$ cat src/rtl/i2cm_pad_filter.sv
// Pad conditioning ahead of the I2C master core: 2-flop synchronisers, programmable glitch
// filter, SCL edge / START / STOP decode and bus-busy tracking.
// Optional stuck-bus detector is built only when I2CM_PAD_STUCK_DET_EN is defined.
module i2cm_pad_filter #(
  parameter int FILT_WIDTH  = 4,
  parameter int STUCK_WIDTH = 16
) (
  input  logic                   sys_clk,
  input  logic                   sys_rst,
  input  logic                   en,
  input  logic [FILT_WIDTH-1:0]  filt_len,
  input  logic                   pad_scl_in,
  input  logic                   pad_sda_in,
  output logic                   io_scl_in,
  output logic                   io_sda_in,
  output logic                   scl_rise,
  output logic                   scl_fall,
  output logic                   start_det,
  output logic                   stop_det,
  output logic                   bus_busy,
  input  logic [STUCK_WIDTH-1:0] stuck_lim,
  input  logic                   stuck_clr,
  output logic                   bus_stuck
);

  logic                  r_scl_s1, r_scl_s2;
  logic                  r_sda_s1, r_sda_s2;
  logic                  r_f_scl, r_f_sda;
  logic                  r_f_scl_d, r_f_sda_d;
  logic [FILT_WIDTH-1:0] r_cnt_scl, r_cnt_sda;
  logic                  r_busy;
  logic                  w_start;
  logic                  w_stop;

  // Synchronisers keep sampling even while disabled so re-enable sees current pad state.
  always_ff @(posedge sys_clk or posedge sys_rst) begin
    if (sys_rst) begin
      r_scl_s1 <= 1'b1;
      r_scl_s2 <= 1'b1;
      r_sda_s1 <= 1'b1;
      r_sda_s2 <= 1'b1;
    end else begin
      r_scl_s1 <= pad_scl_in;
      r_scl_s2 <= r_scl_s1;
      r_sda_s1 <= pad_sda_in;
      r_sda_s2 <= r_sda_s1;
    end
  end

  always_ff @(posedge sys_clk or posedge sys_rst) begin
    if (sys_rst) begin
      r_f_scl   <= 1'b1;
      r_cnt_scl <= '0;
    end else if (!en) begin
      r_f_scl   <= 1'b1;
      r_cnt_scl <= '0;
    end else if (r_scl_s2 == r_f_scl) begin
      r_cnt_scl <= '0;
    end else if (r_cnt_scl >= filt_len) begin
      r_f_scl   <= r_scl_s2;
      r_cnt_scl <= '0;
    end else begin
      r_cnt_scl <= r_cnt_scl + FILT_WIDTH'(1);
    end
  end

  always_ff @(posedge sys_clk or posedge sys_rst) begin
    if (sys_rst) begin
      r_f_sda   <= 1'b1;
      r_cnt_sda <= '0;
    end else if (!en) begin
      r_f_sda   <= 1'b1;
      r_cnt_sda <= '0;
    end else if (r_sda_s2 == r_f_sda) begin
      r_cnt_sda <= '0;
    end else if (r_cnt_sda >= filt_len) begin
      r_f_sda   <= r_sda_s2;
      r_cnt_sda <= '0;
    end else begin
      r_cnt_sda <= r_cnt_sda + FILT_WIDTH'(1);
    end
  end

  always_ff @(posedge sys_clk or posedge sys_rst) begin
    if (sys_rst) begin
      r_f_scl_d <= 1'b1;
      r_f_sda_d <= 1'b1;
    end else if (!en) begin
      r_f_scl_d <= 1'b1;
      r_f_sda_d <= 1'b1;
    end else begin
      r_f_scl_d <= r_f_scl;
      r_f_sda_d <= r_f_sda;
    end
  end

  // SCL must be high in both cycles, so a simultaneous SCL/SDA change is never START/STOP.
  assign w_start = en & r_f_scl & r_f_scl_d & r_f_sda_d & ~r_f_sda;
  assign w_stop  = en & r_f_scl & r_f_scl_d & ~r_f_sda_d & r_f_sda;

  always_ff @(posedge sys_clk or posedge sys_rst) begin
    if (sys_rst) begin
      r_busy <= 1'b0;
    end else if (!en) begin
      r_busy <= 1'b0;
    end else if (w_start) begin
      r_busy <= 1'b1;
    end else if (w_stop) begin
      r_busy <= 1'b0;
    end
  end

  assign io_scl_in = r_f_scl;
  assign io_sda_in = r_f_sda;
  assign scl_rise  = en & r_f_scl & ~r_f_scl_d;
  assign scl_fall  = en & ~r_f_scl & r_f_scl_d;
  assign start_det = w_start;
  assign stop_det  = w_stop;
  assign bus_busy  = r_busy;

`ifdef I2CM_PAD_STUCK_DET_EN
  logic [STUCK_WIDTH-1:0] r_stuck_cnt;
  logic                   r_stuck;

  // Set wins over clear; the low-time counter saturates rather than wrapping.
  always_ff @(posedge sys_clk or posedge sys_rst) begin
    if (sys_rst) begin
      r_stuck_cnt <= '0;
      r_stuck     <= 1'b0;
    end else if (!en) begin
      r_stuck_cnt <= '0;
      r_stuck     <= 1'b0;
    end else begin
      if ((stuck_lim != '0) && (r_stuck_cnt == stuck_lim)) begin
        r_stuck <= 1'b1;
      end else if (stuck_clr) begin
        r_stuck <= 1'b0;
      end
      if (r_f_scl & r_f_sda) begin
        r_stuck_cnt <= '0;
      end else if (r_stuck_cnt != '1) begin
        r_stuck_cnt <= r_stuck_cnt + STUCK_WIDTH'(1);
      end
    end
  end

  assign bus_stuck = r_stuck;
`else
  logic w_unused_stuck;
  assign w_unused_stuck = ^{stuck_lim, stuck_clr};
  assign bus_stuck      = 1'b0;
`endif

endmodule

$ cat config.mk
export PLATFORM = sky130hd
export DESIGN_NAME = i2cm_pad_filter
export DESIGN_NICKNAME = d
export VERILOG_FILES = /design/src/rtl/i2cm_pad_filter.sv
export SDC_FILE = /design/constraint.sdc
export NUM_CORES = 1
export LEC_CHECK = 0
export CORE_AREA = 4 4 50 52
export DETAILED_ROUTE_END_ITERATION = 8
export DIE_AREA = 0 0 54 56
export HOLD_SLACK_MARGIN = 0.08
export PLACE_DENSITY = 0.79
export SLEW_MARGIN = 10
export SYNTH_ARGS = -nofsm -noshare
export SYNTH_HDL_FRONTEND = slang
export SYNTH_SLANG_ARGS = --single-unit
$ cat constraint.sdc
create_clock -name sys_clk -period 5 [get_ports sys_clk]
set_clock_uncertainty 0.2 [all_clocks]
set_input_delay 1.5 -clock sys_clk [delete_from_list [all_inputs] [get_ports sys_clk]]
set_output_delay 1.5 -clock sys_clk [all_outputs]
set_load 0.02 [all_outputs]
== Yosys cells after proc, flatten, opt, wreduce, memory -nomap -nowiden ==
Index checks and enable logic that the tools add are counted.
Widths: inputs -> output; s select.

* Flip-flop bits (word level): 17
* Bits of input ports: 26
* Output and inout bits: 8
* Logic and storage cells: 54

* $add $sub $neg: 2
* Order comparisons: 2
* Equal/unequal tests: 7
* Muxes and demuxes: 17
* Bitwise gates (word level): 13
* Reductions and logical operators: 2

{| class="wikitable"
|+ Operators by type and width
! kind !! number
|-
| $mux 4 || 6
|-
| $mux 1 || 11
|-
| $and 1x1->1 || 9
|-
| $add 4x1->4 const B || 2
|-
| $ge 4x4->1 || 2
|-
| $ne 2x1->1 const B || 2
|-
| $ne 2x2->1 const B || 2
|-
| $not 1->1 || 4
|-
| $reduce_and 2->1 || 2
|-
| $ne 3x1->1 const B || 1
|-
| $eq 1x1->1 || 2
|}

== Depth between registers and ports, before layout ==
Gate-level depths: netlist of the first run.

* Depth in word-level cells: 7
* Gate-level depth with buffers: 6
* Depth with buffers taken out: 6

== Worst setup path after synthesis of the first run ==
Ideal clock, no wire load.

* Path type: input to output
* From: input port en
* To: output port stop_det
* Arrival: 2.000 ns
* Data required time: 3.300 ns
* Path slack: 1.300 ns
* Cell stages on the path: 2
* Buffers on the path: 0
* Cell sequence: nand2_1 > nor3_1

* Cells in the longest elaborated chain, start to end: 4

{| class="wikitable"
|+ RTL lines
! item !! RTL line !! source
|-
| start: declaration || 10 || <nowiki>input logic en,</nowiki>
|-
| $and 1x1->1 (4 in series) || 99 || <nowiki>assign w_stop = en & r_f_scl & r_f_scl_d & ~r_f_sda_d & r_f_sda;</nowiki>
|-
| end: declaration || 19 || <nowiki>output logic stop_det,</nowiki>
|}

Every way passes these cells.

== Worst setup path after layout of the first run ==
* From: input port en
* To: output port start_det

* Cells in the longest elaborated chain, start to end: 4

{| class="wikitable"
|+ RTL lines
! item !! RTL line !! source
|-
| $and 1x1->1 (4 in series) || 98 || <nowiki>assign w_start = en & r_f_scl & r_f_scl_d & r_f_sda_d & ~r_f_sda;</nowiki>
|-
| end: declaration || 18 || <nowiki>output logic start_det,</nowiki>
|}

Every way passes these cells.

==> results of run 1 <==
==> worst max-delay path by stage <==
stage,from,endpoint,cells after the start
global placement,en,start_det,4
global route,en,stop_det,4
floorplan,en,stop_det,2
CTS,en,start_det,4
finish,en,start_det,4
detailed placement,en,start_det,4
==> logic make-up after synthesis <==
group / synth area share
AO/OA/AOI/OAI: 0.09028
XOR/XNOR: 0.05833
adder cells (fa/ha/maj): 0.1389
buffers and inverters: 0.05417
flip-flops: 0.4833
multiplexers: 0.01666
other: 0.004163
AND/OR/NAND/NOR: 0.1542
==> worst max-delay path, delay by kind of cell <==
| kind | cells | cell delay (ns) |
|---|---|---|
| buffers and inverters | 2 | 1.24 |
| AND/OR/NAND/NOR | 2 | 0.24 |
==> stage by stage <==
stage,total power [mW],util
floorplan,0.1853,-
global placement,0.2010,0.5122
detailed placement,0.2037,0.5122
CTS,0.2766,0.5253
global route,0.2889,0.5253
finish,0.2713,0.5253
==> report_power, final <==
part | internal [mW] | switching [mW]
clock network | 0.0297 | 0.0417
logic | 0.0242 | 0.0227
registers | 0.147 | 0.00648
total | 0.200 | 0.0709
==> final cells by class <==
cell class,count,area [µm²]
clock inverter,1,5.005
inverter,11,41.29
sequential,17,435.4
multi-input combinational,55,416.7
timing repair buffer,15,150.1
tap,28,35.03
fill,205,999.7
clock buffer,3,22.52
==> flip-flops by register name, summed over array words and instances, names as in the netlist <==
name and cells:
bus_busy 1, io_scl_in 1, r_scl_s2 1, r_sda_s2 1, r_scl_s1 1, r_cnt_sda 4, r_cnt_scl 4, r_f_sda_d 1
io_sda_in 1, r_f_scl_d 1, r_sda_s1 1
==> placed cells by master, fill, tap and decap left out, types with 2 or more instances in the layout <==
cell              n
dfrtp_1           9
nand3_1           3
xor2_1            4
o211ai_1          2
nand2_1           3
xnor2_1           2
nand2b_1          4
nor2_1           13
dfstp_2           8
ha_1             10
clkdlybuf4s50_1  15
a31oi_1           2
clkbuf_4          3
o21ai_0           2
inv_1            11
==> routing by layer <==
metal	vias to the layer above	GRT usage	wire length, µm
met3	2	0.01609	42
met5	-	0	0
met4	0	0.05338	14
met1	296	0.1407	571
li1	310	-	-
met2	6	0.2111	831
==> results by group, run 1 <==
CTS
  – Clock sink count: 17
  – Worst skew pair latency: 0.28 ns
  – PostCTS Resize Cnt: 0
  – CTS H-tree depth: 1
  – Clk slew on worst S/H paths: about 0.1 ns
  – Cts hold-fix bufs: 0
  – CTS Root Cell: clkbuf_4
  – CTS max path bufs: 2
  – Setup Fix Bufs, Post-CTS: 0
  – CTS tree: yes
  – Total CTS buffers: 3

Timing
  – RSZ-0062 raised after global routing: no
  – Min Hold Slack: around 0.16 ns
  – Max Clk Rate: between 200 and 250 MHz
  – Slew @ Worst Pin: ~0.60 ns
  – Ratio of final minimum period to clock period: 0.9390
  – Worst slew margin: 0.5975
  – Final Max Slew Viols: 0
  – Final min period: around 4.7 ns
  – Setup TNS: 0 ns
  – Fin. Hold Viols: 0
  – Worst Slack Setup Final: around 0.31 ns
  – Final setup vio count: 0

Setup path
  – Critical-path top delay cell: clkdlybuf4s50_1
  – Crit-path max cell delay: 0.64 ns
  – FF-to-FF End: io_sda_in$_DFFE_PP1P_
  – Worst-path cell chain: clkdlybuf4s50_1, nand2b_1, nor2_1, clkdlybuf4s50_1
  – Crit path DAT: around 3 ns
  – Top cell by count, worst path: clkdlybuf4s50_1
  – Startpoint types: primary input
  – CP Class: primary input to primary output
  – Reg2Reg Setup Slack: slightly above 3 ns
  – Data required time of the critical path: between 3 and 4 ns
  – FF-to-FF Start: r_cnt_sda[0]$_DFF_PP0_
  – Worst-path maximum fanout: 9
  – CP Capture Type: primary output
  – R2R depth: 6

Route
  – DRT Pass-1 Iters: 3
  – DR iter-0 viols: 2
  – Via count: slightly above 600
  – DRC errors left: 0
  – Antenna-violating nets left: 0
  – Drt via density: around 4.7
  – WL final: around 1.5 mm
  – Wire per inst: between 10 and 15 µm

Yosys
  – Syn_area_per_cell: around 11 µm²
  – Syn nets: 120
  – Top cell type's share of synthesized area: 0.2500
  – Post-synthesis cell area: 900.9 µm²
  – Yosys warns: 0
  – Synth cell types: 24
  – Primary FF master, synth: dfrtp_1
  – Sequential cell area fraction in the yosys report: 0.4833
  – Synth top area cells: dfrtp_1 25%, dfstp_2 23%, ha_1 14%
  – #FFs+latches synth: 17
  – Post-synth top cells: 13 x nor2_1, 11 x inv_1, 10 x ha_1
  – Number of synthesized flops with an enable pin: 0
  – Mapped Cells: 84
  – Ys async rst share: 1.000
  – Count leader, synth: nor2_1
  – Area leader, netlist: dfrtp_1

Floorplanning
  – Die Width: 54 µm
  – Core area: ~0.0021 mm²
  – Die Ht: 56 µm
  – Die area: between 0.003 and 0.004 mm²
  – Rows: 17
  – Ports: 34
  – Initial Util: 0.4278

Layout
  – Fin cells: between 100 and 150
  – Post-route cell area: between 0.001 and 0.0015 mm²
  – Net count, final: 139
  – Antenna cells: 0
  – Layout cells sized above 1: 0.1471
  – Syn-to-layout area delta: 22.78%

Global route
  – Initial antenna violation count: 0
  – Vias in the first global route: about 680
  – First-pass GRT wire length: between 2 and 3 mm
  – GR Overflow Total: 0
  – Tot GR Track Use: 0.1209
  – Largest net degree at the start of global routing: 18

Flow run
  – Max Cap Viol: 0

Status
  – Status: complete, no violations

Placed design
  – Placed inst area: 0.001079 mm²
  – Placed cells: about 130
  – Placer congestion estimate: 0.7586
  – Pre-CTS WS: around 0.29 ns
  – IO Port Bufs: 15
  – HPWL after DPL: about 1.2 mm

Min path
  – Hold path depth: 0
  – Hold Startpoint: r_scl_s1$_DFF_PP1_
  – WHS Endpoint: r_scl_s2$_DFF_PP1_
  – Hold Crit Class: register to register

Power
  – Leakage: approximately 0.52 nW
  – Peak VDD IR: 0.1585 mV
  – Power density over the cells: between 200 and 250 mW/mm²
Note: power is estimated with default switching activity, not from simulation.
==> inputs of run 2 (changes only) <==
Settings changed: GPL_ROUTABILITY_DRIVEN set to 1.
==> results of run 2 <==
The final DEF is identical to that of run 1; final timing and power are the same.
==> inputs of run 3 (changes only) <==
Settings changed: MAX_ROUTING_LAYER set to met4.
==> results by group, run 3 (synthesis results as in run 1) <==
CTS
  – Total CTS buffers: 3 (unchanged)
  – PostCTS Resize Cnt: 0 (unchanged)
  – CTS Root Cell: clkbuf_4
  – CTS H-tree depth: 1 (unchanged)
  – Setup Fix Bufs, Post-CTS: 0 (unchanged)
  – CTS tree: yes
  – Cts hold-fix bufs: 0 (unchanged)
  – Clock sink count: 17 (unchanged)
  – CTS max path bufs: 2 (unchanged)
  – Worst skew pair latency: 0.28 ns (about the same)
  – Clk slew on worst S/H paths: 0.10 ns (about the same)

Timing
  – Slew @ Worst Pin: 0.6031 ns (+0.00006676 ns)
  – Max Clk Rate: 213.0 MHz (unchanged)
  – Final setup vio count: 0 (unchanged)
  – Final min period: 4.695 ns (unchanged)
  – Ratio of final minimum period to clock period: 0.9390 (unchanged)
  – Setup TNS: 0 ns (unchanged)
  – Fin. Hold Viols: 0 (unchanged)
  – Min Hold Slack: 0.1648 ns (+0.00005400 ns)
  – Worst slew margin: 0.5975 (about the same)
  – Final Max Slew Viols: 0 (unchanged)
  – Worst Slack Setup Final: 0.3052 ns (unchanged)
  – RSZ-0062 raised after global routing: no

Status
  – Status: complete, no violations

Flow run
  – Max Cap Viol: 0 (unchanged)

Layout
  – Syn-to-layout area delta: 22.78% (unchanged)
  – Most frequent cells in the layout: 15 x clkdlybuf4s50_1, 13 x nor2_1, 11 x inv_1
  – Post-route cell area: 0.001106 mm² (unchanged)
  – Biggest regs: r_cnt_scl (4), r_cnt_sda (4)
  – Antenna cells: 0 (unchanged)
  – Net count, final: 139 (unchanged)
  – Commonest non-fill, non-tap cell in the layout: clkdlybuf4s50_1
  – Layout cells sized above 1: 0.1471 (unchanged)

Route
  – DRC errors left: 0 (unchanged)
  – DRT Pass-1 Iters: 3 (unchanged)
  – Via count: 614 (unchanged)
  – DR iter-0 viols: 2 (unchanged)
  – WL final: 1.460 mm (unchanged)
  – Antenna-violating nets left: 0 (unchanged)
  – Drt via density: 4.723 (unchanged)
  – Wire per inst: 11.23 µm (unchanged)

Setup path
  – Data required time of the critical path: 3.30 ns (about the same)
  – CP Class: primary input to primary output
  – CP Capture Type: primary output
  – Crit path DAT: 2.99 ns (about the same)
  – Critical-path top delay cell: clkdlybuf4s50_1
  – Worst-path cell chain: clkdlybuf4s50_1, nand2b_1, nor2_1, clkdlybuf4s50_1
  – R2R depth: 6 (unchanged)
  – Worst-path maximum fanout: 9 (unchanged)
  – Top cell by count, worst path: clkdlybuf4s50_1
  – Startpoint types: primary input
  – Crit-path max cell delay: 0.64 ns (about the same)

Power
  – Peak VDD IR: 0.1586 mV (about the same)
  – Power density over the cells: 245.3 mW/mm² (about the same)
  – Sw Share: 0.2613 (about the same)
  – Sw power: 70.89 µW (about the same)
  – Leakage: 0.5229 nW (unchanged)
  – P_int: 200.4 µW (unchanged)
  – Clk pwr share: 0.263 (about the same)
  – Combinational share of power: 0.173 (about the same)
  – Flop pwr share: 0.564 (about the same)

Floorplanning
  – Die Ht: 56 µm (unchanged)
  – Die Width: 54 µm (unchanged)
  – Initial Util: 0.4278 (unchanged)
  – Die area: 0.003024 mm² (unchanged)
  – Core area: 0.002106 mm² (unchanged)
  – Ports: 34 (unchanged)
  – Rows: 17 (unchanged)

Min path
  – Hold path depth: 0 (unchanged)
  – Hold Crit Class: register to register

Global route
  – Tot GR Track Use: 0.1241 (+0.003174)
  – Largest net degree at the start of global routing: 18 (unchanged)
  – Vias in the first global route: 677 (unchanged)
  – First-pass GRT wire length: 2.766 mm (+0.22%)
  – Initial antenna violation count: 0 (unchanged)
  – GR Overflow Total: 0 (unchanged)

Placed design
  – Placed inst area: 0.001079 mm² (unchanged)
  – Pre-CTS WS: 0.2858 ns (unchanged)
  – Placer congestion estimate: 0.7685 (+1.3%)
  – IO Port Bufs: 15 (unchanged)
  – HPWL after DPL: 1.241 mm (unchanged)
-- run 3: cell counts in the layout (fill, tap and decap cells not counted) --
No cell type changed its count.
-- run 3: through the flow --
| step | utilization | cells | total power [mW] |
|---|---|---|---|
| 4_1_cts | 0.5253 | 130 | 0.2766 |
| 2_1_floorplan | - | 84 | 0.1853 |
| 3_3_place_gp | 0.5122 | 126 | 0.2010 |
| 6_report | 0.5253 | 130 | 0.2713 |
| 3_5_place_dp | 0.5122 | 126 | 0.2037 |
| 5_1_grt | 0.5253 | 130 | 0.2889 |
-- run 3: critical path, delay by kind of cell --
kind / cells / cell delay [ns]
buffers and inverters: 2 / 1.24
AND/OR/NAND/NOR: 2 / 0.24
-- run 3: metal layers --
layer	vias up	share of wire	global-route usage
li1	310	-	-
met3	2	0.029	0.01609
met5	-	0	-
met4	0	0.0096	0.05338
met1	296	0.39	0.1407
met2	6	0.57	0.2111
-- run 3: layout make-up --
cell class / instances / area (µm²)
tap: 28 / 35.03
clock buffer: 3 / 22.52
sequential: 17 / 435.4
timing repair buffer: 15 / 150.1
multi-input combinational: 55 / 416.7
inverter: 11 / 41.29
fill: 205 / 999.7
clock inverter: 1 / 5.005
-- run 3: worst paths after layout --
path / from / end / slack, ns
max in group asynchronous: sys_rst / r_cnt_scl[0]$_DFF_PP0_ / 2.84
min reg2reg: r_scl_s1$_DFF_PP1_ / r_scl_s2$_DFF_PP1_ / 0.16
min: r_scl_s1$_DFF_PP1_ / r_scl_s2$_DFF_PP1_ / 0.16
max reg2reg: r_cnt_sda[0]$_DFF_PP0_ / io_sda_in$_DFFE_PP1P_ / 3.08
min in group asynchronous: sys_rst / r_cnt_sda[3]$_DFF_PP0_ / 1.37
max: en / start_det / 0.31
-- run 3: power by group through the flow --
stage	combinational, mW	clock, mW	sequential, mW
final	0.0469	0.0713	0.153
after global routing	0.0536	0.0810	0.154
after CTS	0.0482	0.0752	0.153
after detailed placement	0.0482	0	0.156
after global placement	0.0462	0	0.155
after floorplan	0.0296	0	0.156
==> edit: new RTL, config.mk and constraints of run 3 <==
`FILT_WIDTH`: 4 -> 5.
--- a/src/rtl/i2cm_pad_filter.sv
+++ b/src/rtl/i2cm_pad_filter.sv
@@ -2,7 +2,7 @@
 // filter, SCL edge / START / STOP decode and bus-busy tracking.
 // Optional stuck-bus detector is built only when I2CM_PAD_STUCK_DET_EN is defined.
 module i2cm_pad_filter #(
-  parameter int FILT_WIDTH  = 4,
+  parameter int FILT_WIDTH  = 5,
   parameter int STUCK_WIDTH = 16
 ) (
   input  logic                   sys_clk,
Ports: changed (resized filt_len); port bits go from 34 to 35. No check against the original RTL was run, so the function may have changed too.
==> edit against run 3 <==
  * Utilization up 9.1 points
  * Final area grew 17%
  * Worst setup slack worse by 0.14 ns
  * Synthesized area is 20% higher
  * Sequential cell count rose by 2
  * Count of clock-buffer cells in the layout is 1 higher
  * Cell count up 13%
  * Total power is 16% higher
  * Wire length rose by 24%
  * Global-route usage increased by 2.0 points
  * Worst hold slack got worse by 0.0024 ns
  * Critical endpoint unchanged
  * Largest cell class is now multi-input gates
==> edit: results (changes against run 3) <==
metric,value,unit,change
synth_area_leaders,"dfrtp_1 25%, dfstp_2 19%, ha_1 14%, nand2b_1 4.0%, xor2_1 4.0%",,
place_inst,143,,+13%
met2WireLength,856,um,+3.0%
drive_gt1_frac,0.168,,+0.0210
synth_compound_area_frac,0.107,,+0.0171
drt-met1-wl,803,um,+41%
dp_slack,0.156,ns,-0.130 ns
yosysSeqAreaShare,0.448,,-0.0353
insertion_delay,0.29,ns,
grt_util_met1,0.175,,+0.0342
postSynthAreaPerCell,10.8,sq um,+1.0%
firstDrtPassIters,4,,+1
slew_headroom,0.541,,-0.0566
p_leak,0.601,nW,+15%
muxShareOfSynthArea,0,,-0.0167
fill_cells,160,,-22%
synthXorXnorAreaFrac,0.0647,,+0.00633
first_iter_violations,5,,+3
ff2ff_setup_slack,3.09,ns,about the same
dp_hpwl,1.44,mm,+16%
place_area,1270,sq um,+18%
use_met3,0.0375,,+0.0214
grt_usage,0.144,,+0.0203
io_buffers,16,,+1
whs,0.162,ns,-0.00242 ns
synthAdderAreaFrac,0.139,,-0.000321
p_per_area,242,nW/um^2,-1.4%
vdd_ir_drop_max,0.000194,V,+22%
instances_no_fill,147,,+13%
arrival,3.13,ns,+0.14 ns
hold_path_class,reg2reg,,
grtUsageMet2,0.215,,+0.00346
reg2reg_to,r_cnt_scl[4],,
grt_pass1_vias,755,,+12%
synth_common_cells,"12 x ha_1, 11 x dfrtp_1, 11 x nor2_1, 9 x inv_1, 8 x dfstp_2",,
path_max_fanout,7,,-2
period_share,0.967,,+0.0277
biggestRegsByFlops,"r_cnt_scl x5, r_cnt_sda x5",,
grt_max_degree,20,,+2
fin_nets,159,,+14%
cts-resized-gates,0,,unchanged
ys_types,32,,+33%
whs_endpoint,r_sda_s2,,
r2r-start,r_cnt_scl[2],,
vias_per_cell,5.15,,+9.0%
antenna_cells,0,,unchanged
gp_congestion,0.820,,+6.7%
met3_length,111,um,+160%
wl_per_cell,12.3,um,+9.3%
slowest_delay,0.63,ns,
status,"finished, final reports clean",,
grt_pass1_wl,3.17,mm,+15%
r2r_cells,5,,-1
min-delay-start,r_sda_s1,,
## edit: final cells by class
| class | instances | share of cell area |
|---|---|---|
| Sequential cell | 19 | 0.374 |
| Inverter | 9 | 0.0260 |
| Multi-Input combinational cell | 70 | 0.423 |
| Tap cell | 28 | 0.0270 |
| Timing Repair Buffer | 17 | 0.129 |
| Clock buffer | 4 | 0.0203 |
## edit: worst max-delay path by stage
| stage | to | from | cells after the start |
|---|---|---|---|
| after floorplan | start_det | en | 3 |
| after global placement | start_det | en | 4 |
| after detailed placement | start_det | en | 4 |
| after CTS | start_det | en | 4 |
| after global routing | start_det | en | 4 |
| final | start_det | en | 4 |
## edit: critical path, delay by kind of cell
kind / cells / cell delay [ns]
buffers and inverters: 2 / 1.25
and+or+nand+nor: 2 / 0.37
## edit: power by group
part | leakage [nW] | switching (mW) | internal (mW)
clock network | 0.0150 | 0.0451 | 0.0310
logic | 0.350 | 0.0321 | 0.0317
registers | 0.235 | 0.00864 | 0.165
total | 0.601 | 0.0858 | 0.228
